<file path="config.mk">
export PLATFORM = sky130hd
export DESIGN_NAME = lcg_stim_gen_flat
export DESIGN_NICKNAME = d
export VERILOG_FILES = /design/src/rtl/lcg_stim_if.sv /design/src/rtl/lcg_stim_gen.sv /design/src/flat_wrapper.sv
export SDC_FILE = /design/constraint.sdc
export NUM_CORES = 2
export LEC_CHECK = 0
export ABC_CLOCK_PERIOD_IN_PS = 10600
export CAP_MARGIN = 20
export CORE_AREA = 5 5 290 292
export DETAILED_ROUTE_END_ITERATION = 10
export DIE_AREA = 0 0 295 297
export HOLD_SLACK_MARGIN = 0.08
export PLACE_DENSITY_LB_ADDON = 0.15
export SLEW_MARGIN = 20
export SYNTH_ARGS = -nofsm -noshare
export SYNTH_HDL_FRONTEND = slang
export SYNTH_SLANG_ARGS = --single-unit
</file>
<file path="constraint.sdc">
create_clock -name clk -period 10.6 [get_ports clk]
set_input_delay 1.59 -clock clk [delete_from_list [all_inputs] [get_ports clk]]
set_output_delay 1.59 -clock clk [all_outputs]
set_load 0.03 [all_outputs]
</file>
<file path="src/rtl/lcg_stim_if.sv">
// Stimulus valid/ready channel between the LCG generator and the consumer.
interface lcg_stim_if #(
    parameter int IN_W = 262
) ();
    logic [IN_W-1:0] stim_data;
    logic            stim_valid;
    logic            stim_ready;

    modport master (
        output stim_data,
        output stim_valid,
        input  stim_ready
    );

    modport slave (
        input  stim_data,
        input  stim_valid,
        output stim_ready
    );
endinterface

</file>
<file path="src/rtl/lcg_stim_gen.sv">
// LCG stimulus generator: streams IN_W-bit pseudo-random vectors per run.
// Optional response MISR is built only when LCG_STIM_MISR_EN is defined.
module lcg_stim_gen #(
    parameter int          IN_W         = 262,
    parameter int          CAP_W        = 330,
    parameter logic [31:0] DEFAULT_SEED = 32'hBDC1_4F1F
) (
    input  logic              clk,
    input  logic              rst_n,
    input  logic              start,
    input  logic              abort,
    input  logic [31:0]       seed,
    input  logic [31:0]       num_vec,
    lcg_stim_if.master        stim,
    output logic              busy,
    output logic              done,
    output logic [31:0]       vec_idx,
    output logic [31:0]       rng_state,
    input  logic [CAP_W-1:0]  resp_data,
    input  logic              resp_valid,
    output logic [31:0]       signature
);
    localparam int NW = (IN_W + 31) / 32;
    localparam int WW = (NW > 1) ? $clog2(NW) : 1;

    typedef enum logic [1:0] {
        IDLE,
        FILL,
        PRESENT,
        DONE
    } state_t;

    state_t            state_q;
    state_t            state_d;
    logic [NW*32-1:0]  shadow;
    logic [NW*32-1:0]  fill_vec;
    logic [WW-1:0]     widx;
    logic [31:0]       num_q;
    logic [31:0]       rng_next;
    logic              last_word;
    logic              last_vec;
    logic              start_ok;
    logic              unused_pad;

    assign rng_next  = rng_state * 32'h41C6_4E6D + 32'h0000_3039;
    assign last_word = (widx == WW'(NW - 1));
    assign last_vec  = ({1'b0, vec_idx} + 33'd1) == {1'b0, num_q};
    assign start_ok  = start && !abort &&
                       (state_q == IDLE || state_q == DONE);

    assign stim.stim_valid = (state_q == PRESENT);
    assign busy = (state_q == FILL) || (state_q == PRESENT);
    assign done = (state_q == DONE);

    // Shadow with the word produced this cycle merged in; copied out on the last fill.
    always_comb begin
        fill_vec = shadow;
        fill_vec[{widx, 5'd0} +: 32] = rng_next;
    end

    assign unused_pad = ^fill_vec;

    always_ff @(posedge clk) begin
        if (!rst_n) state_q <= IDLE;
        else        state_q <= state_d;
    end

    always_comb begin
        state_d = state_q;
        unique case (state_q)
            IDLE, DONE: begin
                if (start) state_d = (num_vec == 32'd0) ? DONE : FILL;
            end
            FILL: begin
                if (last_word) state_d = PRESENT;
            end
            PRESENT: begin
                if (stim.stim_ready) state_d = last_vec ? DONE : FILL;
            end
            default: state_d = IDLE;
        endcase
        if (abort) state_d = IDLE;
    end

    always_ff @(posedge clk) begin
        if (!rst_n) begin
            rng_state      <= DEFAULT_SEED;
            vec_idx        <= '0;
            num_q          <= '0;
            widx           <= '0;
            shadow         <= '0;
            stim.stim_data <= '0;
        end else if (!abort) begin
            unique case (state_q)
                IDLE, DONE: begin
                    if (start) begin
                        rng_state <= seed;
                        vec_idx   <= '0;
                        num_q     <= num_vec;
                        widx      <= '0;
                    end
                end
                FILL: begin
                    rng_state <= rng_next;
                    shadow    <= fill_vec;
                    if (last_word) begin
                        widx           <= '0;
                        stim.stim_data <= fill_vec[IN_W-1:0];
                    end else begin
                        widx <= widx + WW'(1);
                    end
                end
                PRESENT: begin
                    if (stim.stim_ready && vec_idx != '1)
                        vec_idx <= vec_idx + 32'd1;
                end
                default: ;
            endcase
        end
    end

`ifdef LCG_STIM_MISR_EN
    localparam int CW = (CAP_W + 31) / 32;

    logic [CW*32-1:0] resp_pad;
    logic [31:0]      fold;

    always_comb begin
        resp_pad = '0;
        resp_pad[CAP_W-1:0] = resp_data;
        fold = '0;
        for (int i = 0; i < CW; i++)
            fold = fold ^ resp_pad[i*32 +: 32];
    end

    always_ff @(posedge clk) begin
        if (!rst_n)
            signature <= '0;
        else if (start_ok)
            signature <= '0;
        else if (resp_valid)
            signature <= {signature[30:0], 1'b0} ^
                         (signature[31] ? 32'h04C1_1DB7 : 32'h0) ^ fold;
    end
`else
    logic unused_resp;

    assign unused_resp = ^{resp_data, resp_valid, start_ok};
    assign signature   = '0;
`endif
endmodule

</file>
<file path="src/flat_wrapper.sv">
// flat-port wrapper written by rule: the top's interface ports become plain ports
module lcg_stim_gen_flat 
#(
    parameter int          IN_W         = 262,
    parameter int          CAP_W        = 330,
    parameter logic [31:0] DEFAULT_SEED = 32'hBDC1_4F1F
)
  (clk, rst_n, start, abort, seed, num_vec, busy, done, vec_idx, rng_state, resp_data, resp_valid, signature, stim_stim_data, stim_stim_valid, stim_stim_ready);
  lcg_stim_if #(.IN_W(IN_W)) stim_i ();
  input  logic clk;
  input  logic rst_n;
  input  logic start;
  input  logic abort;
  input  logic [31:0] seed;
  input  logic [31:0] num_vec;
  output logic busy;
  output logic done;
  output logic [31:0] vec_idx;
  output logic [31:0] rng_state;
  input  logic [CAP_W-1:0] resp_data;
  input  logic resp_valid;
  output logic [31:0] signature;
  output wire logic [$bits(stim_i.stim_data)-1:0] stim_stim_data;
  output wire logic [$bits(stim_i.stim_valid)-1:0] stim_stim_valid;
  input wire logic [$bits(stim_i.stim_ready)-1:0] stim_stim_ready;
  assign stim_stim_data = stim_i.stim_data;
  assign stim_stim_valid = stim_i.stim_valid;
  assign stim_i.stim_ready = stim_stim_ready;
  lcg_stim_gen #(.IN_W(IN_W), .CAP_W(CAP_W), .DEFAULT_SEED(DEFAULT_SEED)) u_core (.clk(clk), .rst_n(rst_n), .start(start), .abort(abort), .seed(seed), .num_vec(num_vec), .stim(stim_i), .busy(busy), .done(done), .vec_idx(vec_idx), .rng_state(rng_state), .resp_data(resp_data), .resp_valid(resp_valid), .signature(signature));
endmodule
</file>
* After elaboration in Yosys (flattened, before gate mapping)
Index checks and enable logic that the tools add are counted.
** Storage, ports and cells
- Register bits after elaboration :: 652
- Output and inout bits :: 361
- Logic and storage cells :: 56
** Cells by class
- $add $sub $neg :: 5
- Multiply operators :: 1
- Equal/unequal tests :: 10
- Shifts and indexed selects :: 2
- Multiplexer cells :: 15
- Bitwise operators :: 2
- Reduce and logical (&&, ||, !) cells :: 14
** Operators by type and width (count)
- 288-bit bitwise mux :: 1
- 32-bit by 11-bit variable shift with 288-bit output, first input constant :: 1
- 32-bit by 11-bit variable part select with 288-bit output :: 1
- 32-bit one-hot mux with 2 select lines :: 2
- 32-bit 2-to-1 mux :: 3
- 32-bit by 1-bit adder with 33-bit output, second input constant :: 1
- 33-bit by 32-bit == test with 1-bit output :: 1
- 32-bit by 1-bit adder with 32-bit output, second input constant :: 1
- 32-bit by 14-bit adder with 32-bit output, second input constant :: 1
- 32-bit logical NOT :: 1
- 32-bit by 31-bit multiplier with 32-bit output, second input constant :: 1
- 32-bit != test, second input constant :: 1
- 3-bit AND reduction :: 4
- 9-bit negation with 11-bit output :: 1
- 2-bit 2-to-1 mux :: 5
- 4-bit 2-to-1 mux :: 2
- 4-bit one-hot mux with 2 select lines :: 1
- 2-bit by 1-bit != test with 1-bit output, second input constant :: 3
- 2-bit one-hot mux with 3 select lines :: 1
- 4-bit by 1-bit adder with 4-bit output, second input constant :: 1
- 2-bit == test, second input constant :: 2
- 4-bit == test, second input constant :: 1
- 4-bit AND reduction :: 1
- 2-bit nonzero test :: 2
- other kinds (8) :: 10

* Longest topological paths before layout
- Word-level depth :: 5
- Mapped depth :: 31
- Depth with buffers taken out :: 26

* Worst setup path after synthesis
No wires, ideal clock.
- Path kind :: register -> register
- From :: register u_core.rng_state[0]
- To :: register u_core.stim.stim_data[211]
- Setup time :: 0.091 ns
- Data arrival time :: 7.650 ns
- Required time :: 10.509 ns
- Setup slack :: 2.859 ns
- Stages on the path, launching flop included :: 29
- Cell sequence :: dfxtp_1 -> clkbuf_1 -> clkbuf_1 -> inv_1 -> ha_1 -> clkbuf_1 -> clkbuf_1 -> inv_1 -> ha_1 -> inv_1 -> fa_1 -> inv_1 -> fa_1 -> ha_1 -> ha_1 -> fa_1 -> inv_1 -> fa_1 -> inv_1 -> ha_1 -> a21oi_1 -> and2_1 -> or4b_1 -> a221o_1 -> o21ai_0 -> xnor2_1 -> clkbuf_1 -> nand2_1 -> a311oi_1
** Between the ends
- Word-level cells in the longest chain between the ends :: 4
** Ends and longest elaborated chain
- start: declaration :: line lcg_stim_gen.sv:18 : output logic [31:0] rng_state,
- start signal: assignment :: line lcg_stim_gen.sv:104 : rng_state <= rng_next;
- 32-bit by 31-bit multiplier with 32-bit output :: line lcg_stim_gen.sv:45 : assign rng_next = rng_state * 32'h41C6_4E6D + 32'h0000_3039;
- 32-bit by 14-bit adder with 32-bit output :: line lcg_stim_gen.sv:45
- 32-bit by 11-bit variable part select with 288-bit output :: line lcg_stim_gen.sv:58 : fill_vec[{widx, 5'd0} +: 32] = rng_next;
- 288-bit bitwise mux :: line lcg_stim_gen.sv:58
- end signal: assignment :: line lcg_stim_gen.sv:108 : stim.stim_data <= fill_vec[IN_W-1:0];
- end: declaration :: line lcg_stim_if.sv:10 : output stim_data,
Every way passes these cells.
A chain may end at the register's enable or synchronous reset.

* Worst setup path after layout
- From :: register u_core.rng_state[5]
- To :: register u_core.shadow[255]
** Between the ends
- Word-level cells in the longest chain between the ends :: 4
** Ends and longest elaborated chain
- 32-bit by 31-bit multiplier with 32-bit output :: line lcg_stim_gen.sv:45
- 32-bit by 14-bit adder with 32-bit output :: line lcg_stim_gen.sv:45
- 32-bit by 11-bit variable part select with 288-bit output :: line lcg_stim_gen.sv:58
- 288-bit bitwise mux :: line lcg_stim_gen.sv:58
- end signal: assignment :: line lcg_stim_gen.sv:105 : shadow <= fill_vec;
- end: declaration :: line lcg_stim_gen.sv:35 : logic [NW*32-1:0] shadow;
Every way passes these cells.

==> metrics <==
outcome finished clean; r2r startpoint u_core.rng_state[5]; Site Rows 105; number of gates given a new drive strength after cts 0; maximum buffer depth of the clock tree 3; CTS buffer count 71; number of remaining DRC errors 0; total number of yosys warnings 0; number of sinks handled by clock tree synthesis 626; final RePlAce weighted congestion 0.946; library cells used by synthesis 81; area of the core region 81300 um2; GRT Overall Usage 0.278; class of the tightest hold or removal check reg -> reg; fraction of synthesis flops using an asynchronous set or reset pin 0; Syn-to-layout area delta 20.5%; Die Width 295 um; number of antenna violations at the first check in global routing 3; via count of the first global-routing pass 29500; cell count of the worst hold path 2; clock latency on the worst-skew pair 650 ps; Setup TNS Final 0 ps; initial cell density of the core 0.431; Post-CTS Hold Fix Bufs 0; detailed-route via count 30900; number of setup buffers added after CTS 0; max-cap violation count 0; CTS tree built; final-report hold violation count 0; remaining global-route overflow 0; total placed cells including tap cells 5578; length in cells of the worst reg-to-reg path 24; Hold Crit Start u_core.stim.stim_data[144]; # fillers 7879; Tightest Pin Transition 1100 ps; post-detailed-placement half-perimeter wirelength 88.4 mm; final slew viol count 0; most common cell after layout, fill and taps aside sky130_fd_sc_hd__nand2_1; leading register cell type out of synthesis sky130_fd_sc_hd__dfxtp_1; WP data arrival 8830 ps; endpoint class of the critical path flop; setup repair after global routing missed its margin false; routed wire length 126 mm; category of the most critical setup path reg -> reg; final number of setup-violating endpoints 0; boundary pin count 761; non-filler instance count after layout 5705; wire length of the first global-routing pass 188 mm; Clock transition at path regs 60 ps; reg2reg end u_core.shadow[255]; count of nets after finishing 5382; worst clock skew 52.8 ps; CTS root buf sky130_fd_sc_hd__clkbuf_16; vertical die dimension 297 um; number of nets with antenna violations after routing 0; Slew Limit Headroom 0.266; routed wirelength normalized by instance count 22.0 um; count of flip-flops with a built-in enable after synthesis 0; most frequent cells in the layout sky130_fd_sc_hd__nand2_1 (751), sky130_fd_sc_hd__dfxtp_1 (626), sky130_fd_sc_hd__nor2_1 (486); maximum number of pins on one net before global-route repair 212; sequential fraction of the synthesis area 0.357; average size of a mapped cell 8.10 um2; number of buffers added on ports 397; die outline area 87600 um2; CP Launch Type flop; CTS HTree Levels 3; Iteration-0 DRC Markers 2844; Reg2Reg Setup Slack 2230 ps; maximum operating frequency 119 MHz; Post-Syn Area 35100 um2; detail-routed via count per cell 5.42; flop and latch count out of synthesis 626; critical-path maximum fanout 11; endpoint of the worst hold-timing path u_core.stim.stim_data[144]; Pre-Repair DR Iteration Count 5; post-route minimum period 8370 ps; Final Cycle Share 0.790; Critical Path RT 11050 ps; Synth Instances 4332; proportion of layout cells with a drive suffix above 1 0.0568
-- cell families (layout without fill, tap and decap cells) --
logic type	count (synthesis)	in the layout	share of synthesized area
buffers and inverters	740	1010	0.0834
muxes	51	51	0.0147
and+or+nand+nor	1472	1472	0.171
adders and majority gates	401	401	0.183
xor gates and xnor gates	107	107	0.0276
other	1	34	0.000107
AOI/OAI and AO/OA	934	934	0.163
DFF	626	626	0.357
-- cells in the mapped netlist (4+ instances only) --
cell | count | share of area
sky130_fd_sc_hd__a211oi_1 | 122 | 0.026
sky130_fd_sc_hd__a21o_1 | 5 | 0.0011
sky130_fd_sc_hd__a21oi_1 | 428 | 0.061
sky130_fd_sc_hd__a21oi_2 | 10 | 0.0025
sky130_fd_sc_hd__a2bb2oi_1 | 9 | 0.0022
sky130_fd_sc_hd__a311oi_1 | 67 | 0.017
sky130_fd_sc_hd__a31oi_1 | 12 | 0.0021
sky130_fd_sc_hd__and2_1 | 7 | 0.0012
sky130_fd_sc_hd__and3_1 | 15 | 0.0027
sky130_fd_sc_hd__buf_1 | 15 | 0.0016
sky130_fd_sc_hd__buf_2 | 14 | 0.0020
sky130_fd_sc_hd__buf_4 | 35 | 0.0075
sky130_fd_sc_hd__clkbuf_1 | 262 | 0.028
sky130_fd_sc_hd__dfxtp_1 | 626 | 0.36
sky130_fd_sc_hd__fa_1 | 188 | 0.11
sky130_fd_sc_hd__ha_1 | 213 | 0.076
sky130_fd_sc_hd__inv_1 | 413 | 0.044
sky130_fd_sc_hd__mux2i_1 | 49 | 0.014
sky130_fd_sc_hd__nand2_1 | 754 | 0.081
sky130_fd_sc_hd__nand2b_1 | 12 | 0.0021
sky130_fd_sc_hd__nand3_1 | 32 | 0.0046
sky130_fd_sc_hd__nand3b_1 | 4 | 0.00086
sky130_fd_sc_hd__nand4_1 | 8 | 0.0014
sky130_fd_sc_hd__nor2_1 | 495 | 0.053
sky130_fd_sc_hd__nor2b_1 | 9 | 0.0016
sky130_fd_sc_hd__nor3_1 | 75 | 0.011
sky130_fd_sc_hd__nor3b_1 | 4 | 0.00086
sky130_fd_sc_hd__nor4_1 | 15 | 0.0027
sky130_fd_sc_hd__o211ai_1 | 51 | 0.011
sky130_fd_sc_hd__o21a_1 | 11 | 0.0024
sky130_fd_sc_hd__o21ai_0 | 164 | 0.023
sky130_fd_sc_hd__o21ai_1 | 9 | 0.0013
sky130_fd_sc_hd__or2_2 | 7 | 0.0012
sky130_fd_sc_hd__or3_1 | 16 | 0.0029
sky130_fd_sc_hd__or4_1 | 6 | 0.0013
sky130_fd_sc_hd__xnor2_1 | 69 | 0.017
sky130_fd_sc_hd__xor2_1 | 34 | 0.0085
-- critical path, cell delays in order (launching register included) --
cell and delay, ps:
sky130_fd_sc_hd__dfxtp_1 790, sky130_fd_sc_hd__ha_1 420, sky130_fd_sc_hd__xor2_1 400, sky130_fd_sc_hd__ha_1 240, sky130_fd_sc_hd__a21oi_1 70, sky130_fd_sc_hd__fa_1 460, sky130_fd_sc_hd__fa_1 520, sky130_fd_sc_hd__inv_1 50
sky130_fd_sc_hd__fa_1 500, sky130_fd_sc_hd__inv_1 60, sky130_fd_sc_hd__fa_1 540, sky130_fd_sc_hd__inv_1 50, sky130_fd_sc_hd__fa_1 480, sky130_fd_sc_hd__inv_1 60, sky130_fd_sc_hd__fa_1 470, sky130_fd_sc_hd__inv_1 40
sky130_fd_sc_hd__ha_1 390, sky130_fd_sc_hd__a21oi_1 140, sky130_fd_sc_hd__and2_1 190, sky130_fd_sc_hd__a22oi_1 420, sky130_fd_sc_hd__o211ai_2 250, sky130_fd_sc_hd__a31o_2 410, sky130_fd_sc_hd__mux2i_1 340, sky130_fd_sc_hd__or2_1 810
sky130_fd_sc_hd__a21oi_2 80
-- sequential cells by signal, indices dropped and copies added (netlist names) --
signal and count:
u_core.vec_idx 32, u_core.widx 4, u_core.num_q 32, u_core.state_q 2
u_core.shadow 262, u_core.rng_state 32, u_core.stim.stim_data 262
-- per-layer routing --
layer,up-vias,global-route usage,wire [um]
met1,14900,0.413,57900
met3,152,0.0626,11600
met5,-,0,0
met2,1183,0.413,53300
met4,0,0.0660,2940
li1,14700,-,-
-- worst max-delay path by stage --
stage	start	endpoint	slack (ps)	cells past startpoint
after floorplan	u_core.rng_state[0]	u_core.stim.stim_data[211]	2860	28
after global placement	u_core.rng_state[5]	u_core.shadow[159]	2380	24
after detailed placement	u_core.rng_state[5]	u_core.shadow[127]	2320	24
after CTS	u_core.rng_state[5]	u_core.shadow[255]	2290	24
after global routing	u_core.rng_state[5]	u_core.shadow[63]	1870	24
final	u_core.rng_state[5]	u_core.shadow[255]	2230	24
-- per-stage QoR --
stage	instance area, um2	hold slack [ps]	worst slack (ps)	utilization
4_1_cts	42300	452	2290	0.520
3_5_place_dp	39900	445	2320	0.491
2_1_floorplan	35200	432	2860	-
3_3_place_gp	39900	439	2380	0.491
6_report	42300	453	2230	0.520
5_1_grt	42300	471	1870	0.520
-- final cells by class --
type | count | area, um2 | area share
clock inverter | 23 | 283 | 0.00669
tap | 1070 | 1340 | 0.0317
antenna | 2 | 5.00 | 0.000118
clock buffer | 102 | 2080 | 0.0493
inverter | 414 | 1560 | 0.0369
timing repair buffer | 471 | 4540 | 0.107
sequential | 626 | 12500 | 0.296
multi-input combinational | 2997 | 19900 | 0.472
Power is not shown: default switching activity piles up to over one toggle a cycle in this logic, so the estimate is an artifact.
